==> src/rtl/maze_walker.sv <==
// maze_walker: depth-first solver for a 16x16 single-bit maze memory.
// Walks from (0,0) to (15,15), marking visited cells with 1 and keeping a
// 2-bit direction stack for backtracking. The memory read path is
// combinational: mem_dout is valid in the same cycle mem_rd is raised.
// Optional feature macro: MAZE_WALKER_PATH_DUMP_EN streams the solved path
// on path_valid/path_x/path_y before DONE.
module maze_walker #(
  parameter int STACK_DEPTH = 256
) (
  input  logic       clk,
  input  logic       rst_n,
  input  logic       start,
  input  logic       mem_dout,
  output logic       mem_rd,
  output logic       mem_wr,
  output logic       mem_din,
  output logic [3:0] mem_x,
  output logic [3:0] mem_y,
  output logic       busy,
  output logic       done,
  output logic       fail,
  output logic       path_valid,
  output logic [3:0] path_x,
  output logic [3:0] path_y
);

  localparam int AW  = (STACK_DEPTH > 1) ? $clog2(STACK_DEPTH) : 1;
  localparam int SPW = $clog2(STACK_DEPTH + 1);

  typedef enum logic [3:0] {
    S_IDLE, S_CHK0, S_MARK, S_CHECK, S_MOVE, S_BACK, S_DONE, S_FAIL
`ifdef MAZE_WALKER_PATH_DUMP_EN
    , S_DUMP
`endif
  } state_t;

  state_t           state, state_n;
  logic [3:0]       cur_x, cur_y, cur_x_n, cur_y_n;
  logic [1:0]       dir, dir_n;
  logic [SPW-1:0]   sp, sp_n, spm1;
  logic [1:0]       stk [STACK_DEPTH];
  logic             push;
  logic [1:0]       pop_d;
  logic             nb_ok;
  logic [7:0]       nb, bk;
  logic [1:0]       rsync;
  logic             rst_i_n;

  // One cell step in direction d (0=down,1=right,2=up,3=left), no bounds check
  function automatic logic [7:0] step(input logic [3:0] x, input logic [3:0] y,
                                      input logic [1:0] d);
    logic [3:0] nx, ny;
    nx = x;
    ny = y;
    case (d)
      2'd0: nx = x + 4'd1;
      2'd1: ny = y + 4'd1;
      2'd2: nx = x - 4'd1;
      default: ny = y - 4'd1;
    endcase
    return {nx, ny};
  endfunction

  // Reset asserts at once but releases two clean edges later
  always_ff @(posedge clk or negedge rst_n) begin
    if (!rst_n) rsync <= 2'b00;
    else        rsync <= {rsync[0], 1'b1};
  end
  assign rst_i_n = rsync[1];

  // Neighbour in the current try direction, checked against the edges first
  always_comb begin
    case (dir)
      2'd0:    nb_ok = (cur_x != 4'd15);
      2'd1:    nb_ok = (cur_y != 4'd15);
      2'd2:    nb_ok = (cur_x != 4'd0);
      default: nb_ok = (cur_y != 4'd0);
    endcase
  end
  assign nb    = step(cur_x, cur_y, dir);
  assign spm1  = sp - SPW'(1);
  assign pop_d = stk[spm1[AW-1:0]];
  // Opposite direction is d xor 2 (down<->up, right<->left)
  assign bk    = step(cur_x, cur_y, pop_d ^ 2'b10);

`ifdef MAZE_WALKER_PATH_DUMP_EN
  logic [SPW-1:0] di, di_n;
  logic [3:0]     px, py, px_n, py_n;
  logic [7:0]     dstep;
  assign dstep = step(px, py, stk[di[AW-1:0]]);
`endif

  // Next-state, datapath next values and memory strobes
  always_comb begin
    state_n = state;
    cur_x_n = cur_x;
    cur_y_n = cur_y;
    dir_n   = dir;
    sp_n    = sp;
    push    = 1'b0;
    mem_rd  = 1'b0;
    mem_wr  = 1'b0;
    mem_x   = 4'd0;
    mem_y   = 4'd0;
`ifdef MAZE_WALKER_PATH_DUMP_EN
    di_n = di;
    px_n = px;
    py_n = py;
`endif
    case (state)
      S_IDLE, S_DONE, S_FAIL: begin
        if (start) begin
          state_n = S_CHK0;
          cur_x_n = 4'd0;
          cur_y_n = 4'd0;
          dir_n   = 2'd0;
          sp_n    = '0;
        end
      end
      S_CHK0: begin
        mem_rd  = 1'b1;
        state_n = mem_dout ? S_FAIL : S_MARK;
      end
      S_MARK: begin
        mem_wr = 1'b1;
        mem_x  = cur_x;
        mem_y  = cur_y;
        if (cur_x == 4'd15 && cur_y == 4'd15) begin
`ifdef MAZE_WALKER_PATH_DUMP_EN
          state_n = S_DUMP;
          di_n    = '0;
          px_n    = 4'd0;
          py_n    = 4'd0;
`else
          state_n = S_DONE;
`endif
        end else begin
          state_n = S_CHECK;
          dir_n   = 2'd0;
        end
      end
      S_CHECK: begin
        if (nb_ok) begin
          mem_rd = 1'b1;
          mem_x  = nb[7:4];
          mem_y  = nb[3:0];
        end
        if (nb_ok && !mem_dout) state_n = S_MOVE;
        else if (dir == 2'd3)   state_n = S_BACK;
        else                    dir_n   = dir + 2'd1;
      end
      S_MOVE: begin
        if (sp == SPW'(STACK_DEPTH)) begin
          state_n = S_FAIL;
        end else begin
          push    = 1'b1;
          sp_n    = sp + SPW'(1);
          cur_x_n = nb[7:4];
          cur_y_n = nb[3:0];
          state_n = S_MARK;
        end
      end
      S_BACK: begin
        if (sp == '0) begin
          state_n = S_FAIL;
        end else begin
          sp_n    = spm1;
          cur_x_n = bk[7:4];
          cur_y_n = bk[3:0];
          if (pop_d != 2'd3) begin
            state_n = S_CHECK;
            dir_n   = pop_d + 2'd1;
          end
        end
      end
`ifdef MAZE_WALKER_PATH_DUMP_EN
      S_DUMP: begin
        if (di == sp) begin
          state_n = S_DONE;
        end else begin
          px_n = dstep[7:4];
          py_n = dstep[3:0];
          di_n = di + SPW'(1);
        end
      end
`endif
      default: state_n = S_IDLE;
    endcase
  end

  assign mem_din = mem_wr;
  assign busy    = !(state == S_IDLE || state == S_DONE || state == S_FAIL);
  assign done    = (state == S_DONE);
  assign fail    = (state == S_FAIL);

`ifdef MAZE_WALKER_PATH_DUMP_EN
  assign path_valid = (state == S_DUMP);
  assign path_x     = path_valid ? px : 4'd0;
  assign path_y     = path_valid ? py : 4'd0;
`else
  assign path_valid = 1'b0;
  assign path_x     = 4'd0;
  assign path_y     = 4'd0;
`endif

  // State and walker registers
  always_ff @(posedge clk or negedge rst_i_n) begin
    if (!rst_i_n) begin
      state <= S_IDLE;
      cur_x <= 4'd0;
      cur_y <= 4'd0;
      dir   <= 2'd0;
      sp    <= '0;
    end else begin
      state <= state_n;
      cur_x <= cur_x_n;
      cur_y <= cur_y_n;
      dir   <= dir_n;
      sp    <= sp_n;
    end
  end

`ifdef MAZE_WALKER_PATH_DUMP_EN
  // Replay cursor for the path stream
  always_ff @(posedge clk or negedge rst_i_n) begin
    if (!rst_i_n) begin
      di <= '0;
      px <= 4'd0;
      py <= 4'd0;
    end else begin
      di <= di_n;
      px <= px_n;
      py <= py_n;
    end
  end
`endif

  // Direction stack storage; contents are don't-care until pushed
  always_ff @(posedge clk) begin
    if (push) stk[sp[AW-1:0]] <= dir;
  end

endmodule

==> config.mk <==
export PLATFORM = sky130hd
export DESIGN_NAME = maze_walker
export DESIGN_NICKNAME = d
export VERILOG_FILES = /design/src/rtl/maze_walker.sv
export SDC_FILE = /design/constraint.sdc
export NUM_CORES = 1
export LEC_CHECK = 0
export CAP_MARGIN = 10
export CORE_MARGIN = 5
export CORE_UTILIZATION = 56
export CTS_CLUSTER_SIZE = 40
export DETAILED_ROUTE_END_ITERATION = 10
export PLACE_DENSITY = 0.72
export SETUP_SLACK_MARGIN = 0.5
export SYNTH_ARGS = -nofsm -noshare
export SYNTH_HDL_FRONTEND = slang
export SYNTH_SLANG_ARGS = --single-unit
==> constraint.sdc <==
create_clock -name clk -period 12.05 [get_ports clk]
set_input_delay 1.8075 -clock clk [delete_from_list [all_inputs] [get_ports clk]]
set_output_delay 1.8075 -clock clk [all_outputs]
set_load 0.05 [all_outputs]
; Yosys cells after proc, flatten, opt, wreduce, memory -nomap -nowiden
; Memories as Yosys holds them, arrays and structs flattened.
; Cells that the tools add are included.
; Widths: inputs -> output; s select.
[classes]
add_sub_neg = 8
multipliers = 0
n_div = 0
magnitude_cmp = 0
eq_ne = 29
shifts = 0
mux = 43
n_bitwise = 1
n_reduce_logical = 22
[ops]
columns = op, n
row1 = $mux 4, 12
row2 = $pmux 4 s2, 6
row3 = $mux 9, 3
row4 = $pmux 9 s3, 1
row5 = $pmux 4 s3, 2
row6 = $pmux 4 s6, 1
row7 = $ne 2x2->1 const B, 9
row8 = $eq 4x3->1 const B, 4
row9 = $mux 2, 6
row10 = $reduce_bool 4->1, 3
row11 = $reduce_and 5->1, 2
row12 = $add 9x1->9 const B, 1
row13 = $eq 9x9->1 const B, 1
row14 = $logic_not 9->1, 1
row15 = $mux 3, 3
row16 = $sub 9x1->9 const B, 1
row17 = $add 4x1->4 const B, 2
row18 = $eq 4x2->1 const B, 2
row19 = $eq 4x4->1 const B, 2
row20 = $ne 4x4->1 const B, 2
row21 = $pmux 2 s4, 1
row22 = $sub 4x1->4 const B, 2
row23 = $reduce_and 7->1, 1
row24 = $eq 2x2->1 const B, 3
row25 = 19 further kinds, 32
[word_totals]
reg_bits = 25
latchBits = 0
ramBits = 512
mem_bits_ro = 0
input_bits = 4
out_inout_bits = 23
elab_cells = 110
memories = 1
[memory_table]
columns = memory, words, width, read_ports, rd_ports_with_merged_regs, wr, line_no
row1 = stk, 256, 2, 1, 0, 1, 41  ; logic [1:0] stk [STACK_DEPTH];

; Longest topological paths before layout
; Gate-level depths: netlist of run 1.
; An unclocked memory read counts as a cell.
[depth]
ltp_word = 8
mapped_depth = 21
depth_no_buf = 12

; Worst setup path before layout of run 1
; OpenSTA, ideal clock, no wires.
[synth_timing]
path_kind = register to output
start = register dir[1]
end = output mem_x[1]
t_arrival_ns = 5.160
required_time_ns = 10.242
setup_slack_ns = 5.082
stages_incl_launch_ff = 9
n_path_buf = 0
cell_sequence = dfrtp_1 nor2b_1 a221oi_1 a21oi_1 nor2_1 nand2_1 nand2_1 a22oi_1 nor2b_1
[synth_between]
elab_chain_cells = 4
elab_cells_between_ends = 7
classes_between = eq/ne (2) / mux (4) / reduce/logical (1)
[synth_rtl]
columns = item, line_no
row1 = "start, declared", 39  ; logic [1:0] dir, dir_n;
row2 = "start signal, assigned", 218  ; dir <= dir_n;
row3 = "$eq 2x2->1, or another cell as far along", "55, 73"
row4 = $pmux 1 s3 or $pmux 4 s2 (tied branches), "73, 55"
row5 = $mux 4 *, 143  ; if (nb_ok) begin
row6 = $pmux 4 s2 *, 110  ; case (state)
row7 = "end, declared", 17  ; output logic [3:0] mem_x,
; Every way passes the cells marked *; elsewhere a longest branch is shown, timed or not.

; Final worst setup path of run 1
[layout_timing]
start = register sp[0]
end = register cur_x[2]
[layout_between]
elab_chain_cells = 7
elab_cells_between_ends = 14
classes_between = add/sub (1) / eq/ne (5) / mux (3) / bitwise (1) / reduce/logical (3) / memory (1)
[layout_rtl]
columns = item, line_no
row1 = "start, declared", 40  ; logic [SPW-1:0] sp, sp_n, spm1;
row2 = "start signal, assigned", 219  ; sp <= sp_n;
row3 = $sub 9x1->9, 81  ; assign spm1 = sp - SPW'(1);
row4 = $mem_v2 256x2, n/a
row5 = $not 1->1 (no line), n/a
row6 = $eq 2x2->1 or $logic_not 2->1 (tied branches), 55  ; case (d)
row7 = $pmux 4 s2, 55
row8 = $mux 4, 164  ; if (sp == '0) begin
row9 = $pmux 4 s3, 110
row10 = "end signal, assigned", 216  ; cur_x <= cur_x_n;
row11 = "end, declared", 38  ; logic [3:0] cur_x, cur_y, cur_x_n, cur_y_n;
; Parallel ways exist; a longest one is shown, timed or not. The select of a mux whose other input is x is not followed.
; A chain may end at the register's enable or synchronous reset.

==> results.ini, run 1 <==
[timing]
tns_ns=0
worst_slew_pin_slew_ns=1.12
layout_min_cycle_time_ns=6.19
setup_viol=0
max_freq_mhz=162
hold_viol_final=0
finClkSkew_ns=0.0252
rsz0062_at_grt=false
final.setup.worst_slack_ns=5.86
finalCritPeriodShare_pct=51.3
maxSlewHeadroom_pct=25.5
finalMaxSlewViolations=0

[routing]
ant_nets=0
routedWlPerCell_um=26.2
num_vias=13800
vias_per_cell=6.47
drc_errors=0
highest_layer=met4
dr_wl_met3_um=4910
drtIter0Drc=1818
wl_met1_um=22000
drt_pass1_iterations=5
wl_met2_um=26800
drt_wl_total_um=55900

[logic_synthesis]
mappedNetlistArea_mm2=0.0237
synth_top_area_share_pct=65.0
synth_area_leaders=edfxtp_1 65%, mux4_2 12%, nor2_1 4.7%, dfrtp_1 2.5%, nand2_1 2.0%
seq_area_frac_synth_pct=67.5
ys_warn_count=0
async_flop_share_pct=4.48
ys_dominant_reg_cell=edfxtp_1
synth_common_cells=512 x edfxtp_1, 296 x nor2_1, 126 x mux4_2
synth_cell_types=79
synth-seq-cells=536
yosys.cell_count.top_type=edfxtp_1
postSynthAreaPerCell_um2=15.2
synth_enable_flop_cells=512
netlist_instances=1560
synth_largest_area_cell=edfxtp_1

[floorplan]
initial_core_util_pct=56.5
ios=27
rows=75
die_y_um=216
core-area_mm2=0.0419
die_area_mm2=0.0465
die_width_um=216

[clock_tree]
clkSinkCount=536
insertion_delay_ns=0.60
cts_buffers=53
cts-resized-gates=0
hold_buffers=0
post_cts_buffers=0
clockBufferDepth=3
htreeDepth=2
path_clk_slew_ns=0.06
cts_root_buf=clkbuf_16
cts_tree=done

[global_routing]
grt_max_degree=111
grt_pass1_vias=13700
grt_pass1_wl_um=84300
gr-usage-all-layers_pct=24.0
antenna_found_initial=0
overflow=0

[pwr]
power_density_mw_per_mm2=194
p_leak_nw=8.26
peakVddDrop_v=0.000102

[min_path]
hold_class=reg -> reg

[place]
gp_congestion=0.836
place_ws_ns=5.85
hpwl_um=33500
io_buffers=17

[critical_path]
cpPeakStageDelay_ns=1.13
cp_slowest_cell=dfrtp_4
worstPathArrival_ns=6.68
crit_fanout=55
crit_chain=buf_4, buf_4, or2_1, o21ai_1, nand2_1, nand2_1, a211oi_1, a211oi_1, nor3_4, mux2_1, or3_1, o21ai_1
endpoint_kind=flop
worstSetupPathType=reg -> reg
cp_data_required_time_ns=12.55
start_kind=flop

[final_layout]
area_delta_synth_final_pct=9.46
drive_gt1_share_pct=16.8
register_area_mm2=0.0160
nets=1570
antenna_cells=0
multiInputGateArea_mm2=0.00712
fillerInstances=3045

[flow_run]
drv_cap=0

[outcome]
status=finished, final reports clean

[worst max-delay path, delay by kind of cell, from the launching register on]
family	cells	cell delay, ns
compound gates	4	1.09
buf+inv	2	1.61
flops	1	1.13
mux	1	0.39
simple gates	5	1.79
[sequential cells by signal (all words and copies together), names as in the netlist]
register and flops:
state 3, dir 2, cur_x 4, cur_y 4, stk 512, sp 9, rsync 2
[cell usage in the layout, fill, tap and decap left out, types with 7 or more instances in the layout]
| master | n |
|---|---|
| xnor2_1 | 7 |
| clkbuf_1 | 8 |
| and2_1 | 11 |
| nor3_1 | 12 |
| clkinv_2 | 18 |
| xor2_1 | 7 |
| inv_1 | 15 |
| o21ai_0 | 23 |
| a32oi_1 | 10 |
| buf_4 | 32 |
| edfxtp_1 | 512 |
| nand2_1 | 125 |
| mux4_2 | 126 |
| dfrtp_1 | 21 |
| ha_1 | 10 |
| clkdlybuf4s50_1 | 17 |
| mux2i_1 | 43 |
| nor2_1 | 295 |
| nand3_1 | 43 |
| a21oi_1 | 22 |
| nand4_1 | 14 |
| clkbuf_16 | 54 |
| nor2b_1 | 12 |
| conb_1 | 10 |
[report_power, final]
part | internal [W] | switching [W]
sequential | 0.00217 | 0.0000950
clock | 0.000891 | 0.000683
combinational | 0.000420 | 0.000771
[metal layers]
| metal | up-vias | global-route usage [%] |
|---|---|---|
| li1 | 5964 | - |
| met1 | 7016 | 32.8 |
| met2 | 685 | 38.2 |
| met3 | 150 | 5.68 |
| met4 | 0 | 8.70 |
| met5 | - | 0 |
[final timing paths]
check	startpoint	end	slack, ns	depth (start not counted)
hold / removal	rsync[0]	rsync[1]	0.36	0
hold reg to reg	rsync[0]	rsync[1]	0.36	0
min in group asynchronous	rsync[1]	state[1]	0.42	0
setup / recovery	sp[0]	cur_x[2]	5.86	12
setup reg to reg	sp[0]	cur_x[2]	5.86	12
max in group asynchronous	rst_n	rsync[1]	10.55	1
[cells by family after synthesis]
logic type	share of synthesized area (%)
AO/OA/AOI/OAI	4.11
XOR/XNOR	0.888
adder cells (fa/ha/maj)	0.582
buffers and inverters	2.67
flip-flops	67.5
multiplexers	14.0
other	0.0317
AND/OR/NAND/NOR	10.2
[area by class of cell]
cell class	count	share of cell area, %
clock inverters	32	0.986
clock buffers	63	5.39
well taps	539	2.60
flip-flops and latches	536	61.7
repair buffers	49	1.58
inverters	15	0.217
multi-input cells	900	27.5
[stage by stage]
step	instance area [um^2]	std cells	power [W]	util, %	hold WS, ns
after global placement	24200	2039	0.00346	57.9	0.340
after CTS	25900	2134	0.00504	61.9	0.362
after floorplan	23700	1568	0.00313	-	0.280
after detailed placement	24200	2039	0.00348	57.9	0.339
after global routing	25900	2134	0.00522	61.9	0.364
final	25900	2134	0.00503	61.9	0.357
Note: power is estimated with default switching activity, not from simulation.
==> inputs of run 2 (changes only) <==
==> constraint.sdc (replaced) <==
create_clock -name clk -period 6.45 [get_ports clk]
set_input_delay 0.9675 -clock clk [delete_from_list [all_inputs] [get_ports clk]]
set_output_delay 0.9675 -clock clk [all_outputs]
set_load 0.05 [all_outputs]
==> run 2 against run 1 <==
Against the previous run:
- flip-flop and latch count unchanged
- fmax increased by 23%
- first-iteration DRC count increased by 3.1%
==> results.ini, run 2 (synthesized netlist as in run 1, its figures left out) <==
[outcome]
status=finished, final reports clean  ; unchanged

[timing]
whs_ns=0.363  ; was 0.357 ns
finalMaxSlewViolations=0  ; unchanged
tns_ns=0  ; unchanged
setup_viol=0  ; unchanged
rsz0062_at_grt=false  ; unchanged
layout_min_cycle_time_ns=5.02  ; was 6.19 ns
maxSlewHeadroom_pct=22.2  ; was 25.5%
finClkSkew_ns=0.0237  ; was 0.0252 ns
hold_viol_final=0  ; unchanged
max_freq_mhz=199  ; was 162 MHz
worst_slew_pin_slew_ns=1.16  ; was 1.12 ns
finalCritPeriodShare_pct=77.8  ; was 51.3%

[global_routing]
grt_max_degree=211  ; was 111
grt_pass1_vias=13800  ; was 13,700
overflow=0  ; unchanged
gr-usage-all-layers_pct=23.9  ; was 24.0%
grt_pass1_wl_um=84500  ; was 84,300 um
antenna_found_initial=0  ; unchanged

[routing]
vias_per_cell=6.49  ; was 6.47
drc_errors=0  ; unchanged
ant_nets=0  ; unchanged
routedWlPerCell_um=26.1  ; was 26.2 um
num_vias=13800  ; about the same
drt_pass1_iterations=5  ; unchanged
drt_wl_total_um=55800  ; was 55,900 um
drtIter0Drc=1875  ; was 1,818

[critical_path]
worstSetupPathType=reg -> reg  ; unchanged
r2r_end=cur_x[2]  ; unchanged
crit_fanout=16  ; was 55
cpPeakStageDelay_ns=0.87  ; was 1.13 ns
endpoint_kind=flop  ; unchanged
crit_chain=inv_1, ha_4, or3b_1, xnor2_2, nor2_1, a32oi_1, and4_1, nor4_2, nor2_1, or3_4, or3_1, o21ai_1  ; was buf_4, buf_4, or2_1, o21ai_1, nand2_1, nand2_1, a211oi_1, a211oi_1, nor3_4, mux2_1, or3_1, o21ai_1
worstPathArrival_ns=5.54  ; was 6.68 ns
cp.depth=12  ; unchanged
crit_family=simple AND/OR/NAND/NOR gates  ; unchanged
crit_start=sp[1]  ; was sp[0]
reg2regPathDepth=12  ; unchanged
crit_buf_inv=1  ; was 2
r2r_start=sp[1]  ; was sp[0]
crit_top_cell=nor2_1
cp_data_required_time_ns=6.97  ; was 12.55 ns
cp_slowest_cell=nor2_1  ; was dfrtp_4
endpoint=cur_x[2]  ; unchanged
rrSetupSlack_ns=1.43  ; was 5.86 ns
start_kind=flop  ; unchanged

[pwr]
peakVddDrop_v=0.000256  ; was 0.000102 V
p_leak_nw=8.24  ; was 8.26 nW
power_density_mw_per_mm2=361  ; was 194 mW/mm^2

[place]
gp_congestion=0.889  ; was 0.836
io_buffers=17  ; unchanged
hpwl_um=33500  ; about the same

[final_layout]
fillerInstances=3062  ; was 3,045
final_common_cell=edfxtp_1  ; unchanged
largest_register_ffs=512  ; unchanged
register_area_mm2=0.0160  ; unchanged
layout_common_cells=512 x edfxtp_1, 296 x nor2_1, 126 x mux4_2, 125 x nand2_1, 53 x clkbuf_16  ; was 512 x edfxtp_1, 295 x nor2_1, 126 x mux4_2, 125 x nand2_1, 54 x clkbuf_16
antenna_cells=0  ; unchanged
multiInputGateArea_mm2=0.00711  ; was 0.00712 mm^2
nets=1569  ; was 1,570
area_delta_synth_final_pct=9.57  ; was 9.46%
drive_gt1_share_pct=16.4  ; was 16.8%

[clock_tree]
post_cts_buffers=0  ; unchanged
clkSinkCount=536  ; unchanged
insertion_delay_ns=0.61  ; was 0.60 ns
hold_buffers=0  ; unchanged
cts_root_buf=clkbuf_16  ; unchanged
cts-resized-gates=0  ; unchanged
path_clk_slew_ns=0.07  ; was 0.06 ns
clockBufferDepth=3  ; unchanged
htreeDepth=2  ; unchanged
cts_buffers=53  ; unchanged
cts_tree=done  ; unchanged

[floorplan]
die_width_um=216  ; unchanged
die_area_mm2=0.0465  ; unchanged
initial_core_util_pct=56.5  ; unchanged
die_y_um=216  ; unchanged
core-area_mm2=0.0419  ; unchanged
rows=75  ; unchanged
ios=27  ; unchanged

[flow_run]
drv_cap=0  ; unchanged

[min_path]
hold_class=reg -> reg  ; unchanged

-- run 2: worst min-delay path by stage --
stage / startpoint / to / slack [ns] / depth (start not counted)
after floorplan: rsync[1] / cur_x[0] / 0.28 / 0
after global routing: rsync[0] / rsync[1] / 0.38 / 0
after CTS: rsync[0] / rsync[1] / 0.37 / 0
after global placement: rsync[0] / rsync[1] / 0.35 / 0
final: rsync[0] / rsync[1] / 0.36 / 0
after detailed placement: rsync[0] / rsync[1] / 0.35 / 0
-- run 2: per-layer routing --
metal | global-route usage (%) | vias to the layer above | share of wire, %
met5 | 0 | - | 0
met1 | 33.4 | 7115 | 40
met4 | 6.96 | 0 | 2.8
met3 | 5.76 | 105 | 9.2
met2 | 38.3 | 672 | 48
li1 | - | 5955 | -
-- run 2: cell type report --
type,count,area share [%]
clock buffer,65,5.37
tap,539,2.60
sequential,536,61.7
inverter,15,0.217
timing repair buffer,48,1.70
multi-input combinational,900,27.4
clock inverter,32,1.03
-- run 2: power by group --
group	total, W	internal, W	switching, W
registers	0.00421	0.00406	0.000151
logic	0.00218	0.000767	0.00141
clock network	0.00296	0.00166	0.00131
-- run 2: metrics by stage --
stage / instances / total power, W / util, % / setup slack (ns) / area [um^2]
after global placement: 2038 / 0.00640 / 58.0 / 1.72 / 24300
after CTS: 2135 / 0.00935 / 61.9 / 1.45 / 25900
final: 2135 / 0.00936 / 61.9 / 1.43 / 25900
after global routing: 2135 / 0.00970 / 61.9 / 1.30 / 25900
after floorplan: 1568 / 0.00583 / - / 0.628 / 23700
after detailed placement: 2038 / 0.00642 / 58.0 / 1.65 / 24300
